[config.mk]
export PLATFORM = sky130hd
export DESIGN_NAME = pwm_carrier_event_gen
export DESIGN_NICKNAME = d
export VERILOG_FILES = /design/src/rtl/pwm_carrier_event_gen_pkg.sv /design/src/rtl/pwm_carrier_event_gen_carrier_prescaler.sv /design/src/rtl/pwm_carrier_event_gen.sv
export SDC_FILE = /design/constraint.sdc
export NUM_CORES = 1
export LEC_CHECK = 0
export ABC_CLOCK_PERIOD_IN_PS = 4300
export CORE_AREA = 8 8 90 92
export DETAILED_ROUTE_END_ITERATION = 10
export DIE_AREA = 0 0 98 100
export PLACE_DENSITY = 0.95
export RECOVER_POWER = 50
export SYNTH_ARGS = -nofsm -noshare
export SYNTH_HDL_FRONTEND = slang
export SYNTH_SLANG_ARGS = --single-unit
[constraint.sdc]
create_clock -name clk -period 4.3 [get_ports clk]
set_clock_uncertainty 0.1 [all_clocks]
set_input_delay 0.645 -clock clk [delete_from_list [all_inputs] [get_ports clk]]
set_output_delay 0.645 -clock clk [all_outputs]
set_load 0.1 [all_outputs]
[src/rtl/pwm_carrier_event_gen_pkg.sv]
// Shared timing-manager definitions for the PWM carrier: event mask bit
// positions, default widths and the event masking helper.
package pwm_carrier_event_gen_pkg;

  localparam int CNT_W_DEF  = 16;
  localparam int DIV_W_DEF  = 8;
  localparam int EVT_VALLEY = 0;
  localparam int EVT_PEAK   = 1;

  typedef enum logic [0:0] {
    DIR_DOWN = 1'b0,
    DIR_UP   = 1'b1
  } dir_e;

  function automatic logic evt_mask(input logic high, input logic low, input logic [1:0] sel);
    return (high & sel[EVT_PEAK]) | (low & sel[EVT_VALLEY]);
  endfunction

endpackage

[src/rtl/pwm_carrier_event_gen_carrier_prescaler.sv]
// Carrier prescaler: emits a tick every div_active+1 clocks. The divisor
// shadow is updated only when the parent strobes load_i.
module carrier_prescaler
  import pwm_carrier_event_gen_pkg::*;
#(
  parameter int DIV_W = DIV_W_DEF
) (
  input  logic             clk,
  input  logic             rst_n,
  input  logic             clr_i,
  input  logic             load_i,
  input  logic [DIV_W-1:0] div_i,
  output logic             tick_o,
  output logic [DIV_W-1:0] div_active_o
);

  logic [DIV_W-1:0] cnt_q;
  logic [DIV_W-1:0] cnt_d;
  logic [DIV_W-1:0] div_active_q;
  logic [DIV_W-1:0] div_active_d;
  logic             tick_s;

  assign tick_s       = ~clr_i & (cnt_q == div_active_q);
  assign tick_o       = tick_s;
  assign div_active_o = div_active_q;

  // Prescale count and divisor shadow next-state
  always_comb begin
    cnt_d        = cnt_q;
    div_active_d = div_active_q;
    if (clr_i) begin
      cnt_d = {DIV_W{1'b0}};
    end else if (tick_s) begin
      cnt_d = {DIV_W{1'b0}};
    end else begin
      cnt_d = cnt_q + DIV_W'(1);
    end
    if (load_i) begin
      div_active_d = div_i;
    end else begin
      div_active_d = div_active_q;
    end
  end

  // Prescaler state registers
  always_ff @(posedge clk or negedge rst_n) begin
    if (!rst_n) begin
      cnt_q        <= {DIV_W{1'b0}};
      div_active_q <= {DIV_W{1'b0}};
    end else begin
      cnt_q        <= cnt_d;
      div_active_q <= div_active_d;
    end
  end

endmodule

[src/rtl/pwm_carrier_event_gen.sv]
// Symmetric triangular PWM carrier with shadowed peak/divisor settings and
// registered single-cycle peak/valley/event pulses.
module pwm_carrier_event_gen
  import pwm_carrier_event_gen_pkg::*;
#(
  parameter int CNT_W = CNT_W_DEF,
  parameter int DIV_W = DIV_W_DEF
) (
  input  logic             clk,
  input  logic             rst_n,
  input  logic             enable_i,
  input  logic [CNT_W-1:0] carrier_max_i,
  input  logic [DIV_W-1:0] carrier_div_i,
  input  logic [1:0]       event_sel_i,
  output logic [CNT_W-1:0] carrier_o,
  output logic             carrier_dir_o,
  output logic             carrier_high_o,
  output logic             carrier_low_o,
  output logic             event_qualifier_o,
  output logic [CNT_W-1:0] max_active_o
);

  logic [CNT_W-1:0] carrier_q, carrier_d;
  dir_e             dir_q, dir_d;
  logic             high_q, high_d;
  logic             low_q, low_d;
  logic             evt_q, evt_d;
  logic [CNT_W-1:0] max_active_q, max_active_d;
  logic             tick_s;
  logic             load_s;
  logic [CNT_W-1:0] inc_s;
  logic [CNT_W-1:0] dec_s;
  logic [DIV_W-1:0] div_active_s;

  assign inc_s = carrier_q + CNT_W'(1);
  assign dec_s = carrier_q - CNT_W'(1);

  carrier_prescaler #(
    .DIV_W (DIV_W)
  ) u_prescaler (
    .clk          (clk),
    .rst_n        (rst_n),
    .clr_i        (~enable_i),
    .load_i       (load_s),
    .div_i        (carrier_div_i),
    .tick_o       (tick_s),
    .div_active_o (div_active_s)
  );

  // Triangle counter, shadow load strobe and pulse next-state
  always_comb begin
    carrier_d = carrier_q;
    dir_d     = dir_q;
    high_d    = 1'b0;
    low_d     = 1'b0;
    load_s    = 1'b0;
    if (!enable_i) begin
      carrier_d = {CNT_W{1'b0}};
      dir_d     = DIR_UP;
      load_s    = 1'b1;
    end else if (tick_s) begin
      if (max_active_q == {CNT_W{1'b0}}) begin
        // Idle carrier keeps polling the inputs so a new peak starts promptly
        carrier_d = {CNT_W{1'b0}};
        dir_d     = DIR_UP;
        load_s    = 1'b1;
      end else if (dir_q == DIR_UP) begin
        if (carrier_q < max_active_q) begin
          carrier_d = inc_s;
          if (inc_s == max_active_q) begin
            dir_d  = DIR_DOWN;
            high_d = 1'b1;
          end else begin
            dir_d = DIR_UP;
          end
        end else begin
          dir_d = DIR_DOWN;
        end
      end else begin
        if (carrier_q > {CNT_W{1'b0}}) begin
          carrier_d = dec_s;
          if (dec_s == {CNT_W{1'b0}}) begin
            dir_d  = DIR_UP;
            low_d  = 1'b1;
            load_s = 1'b1;
          end else begin
            dir_d = DIR_DOWN;
          end
        end else begin
          dir_d  = DIR_UP;
          load_s = 1'b1;
        end
      end
    end else begin
      carrier_d = carrier_q;
      dir_d     = dir_q;
    end
    evt_d = evt_mask(high_d, low_d, event_sel_i);
  end

  // Peak shadow next-state
  always_comb begin
    if (load_s) begin
      max_active_d = carrier_max_i;
    end else begin
      max_active_d = max_active_q;
    end
  end

  // Carrier, direction, pulse and shadow registers
  always_ff @(posedge clk or negedge rst_n) begin
    if (!rst_n) begin
      carrier_q    <= {CNT_W{1'b0}};
      dir_q        <= DIR_UP;
      high_q       <= 1'b0;
      low_q        <= 1'b0;
      evt_q        <= 1'b0;
      max_active_q <= {CNT_W{1'b0}};
    end else begin
      carrier_q    <= carrier_d;
      dir_q        <= dir_d;
      high_q       <= high_d;
      low_q        <= low_d;
      evt_q        <= evt_d;
      max_active_q <= max_active_d;
    end
  end

  assign carrier_o         = carrier_q;
  assign carrier_dir_o     = dir_q;
  assign carrier_high_o    = high_q;
  assign carrier_low_o     = low_q;
  assign event_qualifier_o = evt_q;
  assign max_active_o      = max_active_q;

endmodule
==> run_results.csv <==
group,metric,value,unit
sta,whs,0.422,ns
sta,setup_viol,0,
yosys,synth_compound_area_frac,0.168,
detailed_routing,dr.pass1.iters,5,
yosys,ys.flop_type,"dfrtp_1",
yosys,muxShareOfSynthArea,0.0797,
pwr,power_density,342,mW/mm2
clocking,clockBufferDepth,2,
detailed_routing,drc,0,
clocking,root_buffer,"clkbuf_8",
yosys,synthAdderAreaFrac,0.0695,
yosys,syn-cell-area,0.00378,mm2
grt,antenna_found_initial,0,
detailed_routing,drt_first_iter_violations,373,
detailed_routing,drt-total-wl,11000,um
clocking,cts_sinks,52,
status,violations,"capacitance limit, slew limit",
floorplanning,ios,65,
finish,drive_gt1_frac,0.0582,
worst_setup_path,critPathKind,"flop to flop",
placement,io_buffers,64,
clocking,postCtsResizedCells,0,
worst_setup_path,regToRegSetupSlack,0.95,ns
grt,grt_pass1_vias,3556,
grt,grt_max_degree,53,
yosys,seq_area_frac_synth,0.344,
clocking,clock_latency,0.34,ns
detailed_routing,wl_per_cell,20.2,um
finish,final_nets,513,
pwr,ir_drop,0.213,mV
flow_run,cap_violations,1,
yosys,yosysWarnings,0,
worst_setup_path,cp-start-kind,"flop",
clocking,hold_buffers,0,
detailed_routing,vias_per_cell,6.61,
worst_setup_path,crit_slowest_cell,"a21boi_4",
worst_setup_path,crit_path_max_incr_delay,0.77,ns
grt,grt_pass1_wl,18200,um
yosys,netlist-cell-type-count,60,
worst_setup_path,r2r-end,"max_active_o[2]",
clocking,cts_tree,"yes",
worst_setup_path,path_cells,"nor4_2 -> and3_1 -> and2_1 -> a21oi_1 -> a21boi_4 -> mux2_1",
floorplanning,rows,30,
finish,nFillCells,498,
grt,gr-usage-all-layers,0.226,
sta,fin_crit_sh,0.778,
finish,seq_area,0.00130,mm2
sta,rsz0062_at_grt,"false",
sta,fmax,299,MHz
finish,syn_to_final_growth,19.4,%
placement,gp_congestion,1.03,
floorplanning,dieArea,0.00980,mm2
floorplanning,die_h,100,um
grt,gr-total-overflow,0,
yosys,yosysTopAreaCell,"dfrtp_1",
yosys,syn_area_per_cell,9.18,um2
yosys,synthCells,412,
worst_setup_path,crit_path_end,"max_active_o[2]",
finish,multi_input_area,0.00226,mm2
clocking,htreeDepth,2,
worst_setup_path,critPathRequiredTime,4.41,ns
sta,slew_violations,53,
clocking,numCtsBuffers,5,
worst_setup_path,rr_worst_depth,6,
worst_setup_path,startpoint,"carrier_o[4]",
worst_setup_path,end_kind,"flop",
yosys,synth.net_count,462,
sta,finalSetupTns,0,ns
worst_setup_path,reg2reg_from,"carrier_o[4]",
status,status,"finished with violations",
detailed_routing,ant_nets,0,
yosys,synth_async_sr_flop_share,1.00,
worst_hold_path,min_path_type,"flop to flop",
yosys,synth-seq-cells,52,
worst_setup_path,critical_path_arrival,3.45,ns
clocking,post_cts_buffers,0,
yosys,synth-xor-area-share,0.0788,
sta,final.min_clock_period,3.35,ns
yosys,synth-edff-count,0,
detailed_routing,vias,3597,
clocking,clk_pin_slew,0.12,ns
placement,dp_hpwl,8090,um
floorplanning,die-width,98,um
worst_setup_path,cp_max_fo,25,
floorplanning,core,0.00664,mm2
floorplanning,start_util,0.569,
sta,hold_viol,0,
yosys,synthTopCellsByArea,"dfrtp_1, ha_1, mux2_1",
finish,insertedDiodeCount,0,
sta,relSlewSlack,-0.881,
yosys,synth_simple_gate_area_frac,0.203,
yosys,yosys.area.top_type_share,0.338,
pwr,leakage,1.87,nW
yosys,synth_top_family_by_area,"simple AND/OR/NAND/NOR gates",
sta,tightest_slew,2.82,ns
[flip-flops by register name, summed over array words and instances, names as in the netlist]
register and count:
max_active_o 16, u_prescaler.cnt_q 8, carrier_high_o 1, u_prescaler.div_active_o 8
event_qualifier_o 1, carrier_low_o 1, carrier_o 16, carrier_dir_o 1
[metal layers]
| metal | GRT usage | vias up | share of wire |
|---|---|---|---|
| li1 | - | 1616 | - |
| met1 | 0.265 | 1736 | 0.40 |
| met2 | 0.383 | 208 | 0.48 |
| met3 | 0.0533 | 37 | 0.087 |
| met4 | 0.107 | 0 | 0.038 |
| met5 | 0 | - | 0 |
[how the worst min path moves through the flow]
stage                     slack, ns                   startpoint                     endpoint  cells after the start
after floorplan                0.25                        rst_n               carrier_high_o                      0
after global placement         0.40  u_prescaler.div_active_o[7]  u_prescaler.div_active_o[7]                      1
after detailed placement       0.40  u_prescaler.div_active_o[7]  u_prescaler.div_active_o[7]                      1
after CTS                      0.36                        rst_n                 carrier_o[9]                      2
after global routing           0.44  u_prescaler.div_active_o[5]  u_prescaler.div_active_o[5]                      1
final                          0.42  u_prescaler.div_active_o[7]  u_prescaler.div_active_o[7]                      1
[area by class of cell]
cell class,count,area share
clock buffer,5,0.0152
clock inverter,3,0.00582
inverter,26,0.0216
multi-input combinational,311,0.502
sequential,52,0.289
tap,80,0.0222
timing repair buffer,67,0.145
[synthesized netlist by cell type, types with 3 or more instances]
library cell and number:
a2111oi_0 4, a21oi_1 9, a31oi_1 3, a32o_1 3
and2_1 7, and3_1 9, and4_1 3, buf_2 9
clkbuf_1 10, dfrtp_1 51, ha_1 21, inv_1 26
mux2_1 19, mux2_2 6, nand2_1 26, nand3_1 23
nand4_1 12, nor2_1 25, nor3_1 11, nor4_1 7
o211ai_1 8, o21ai_0 24, o31ai_1 7, o41ai_1 3
or3_1 6, xnor2_1 20, xor2_1 14
[power breakdown]
group | switching (mW) | internal [mW] | total, mW
registers | 0.0846 | 0.526 | 0.610
logic | 0.420 | 0.203 | 0.623
clock network | 0.191 | 0.119 | 0.310
[worst max-delay path, delay by kind of cell (launching register included)]
kind               cells  cell delay, ns
and+or+nand+nor        3            1.21
AOI/OAI and AO/OA      2            0.89
DFF                    1            0.59
muxes                  1            0.40
[layout by cell type, fill, tap and decap left out, drive strengths merged, types with 3 or more instances in the layout]
cell,count
a31oi,3
and2,7
and3,9
a21oi,9
clkdlybuf4s50,54
clkbuf,6
dfrtp,51
xnor2,20
buf,3
o21ai,27
nand3,24
nor2,25
ha,21
nand4,12
mux2,25
a2111oi,5
o31ai,7
nand2,26
or4,3
o211ai,8
nor3,11
or3,6
xor2,14
nor4,9
and4,4
o41ai,4
inv,27
a32o,3
dlygate4sd3,9
[through the flow]
| stage | std cells | util | setup WS [ns] | power, mW | instance area [um2] |
|---|---|---|---|---|---|
| 6_report | 544 | 0.679 | 0.955 | 1.54 | 4510 |
| 4_1_cts | 544 | 0.680 | 0.998 | 1.54 | 4520 |
| 3_3_place_gp | 536 | 0.666 | 1.10 | 1.22 | 4420 |
| 5_1_grt | 544 | 0.679 | 0.712 | 1.61 | 4510 |
| 2_1_floorplan | 412 | - | 1.06 | 1.06 | 3780 |
| 3_5_place_dp | 536 | 0.666 | 1.02 | 1.24 | 4420 |
[cells by family after synthesis]
group           Yosys count
compound gates           87
flops                    52
xor+xnor                 34
mux                      27
buf+inv                  49
simple gates            142
fa+ha+maj                21
Power figures use the tool's default switching activity.
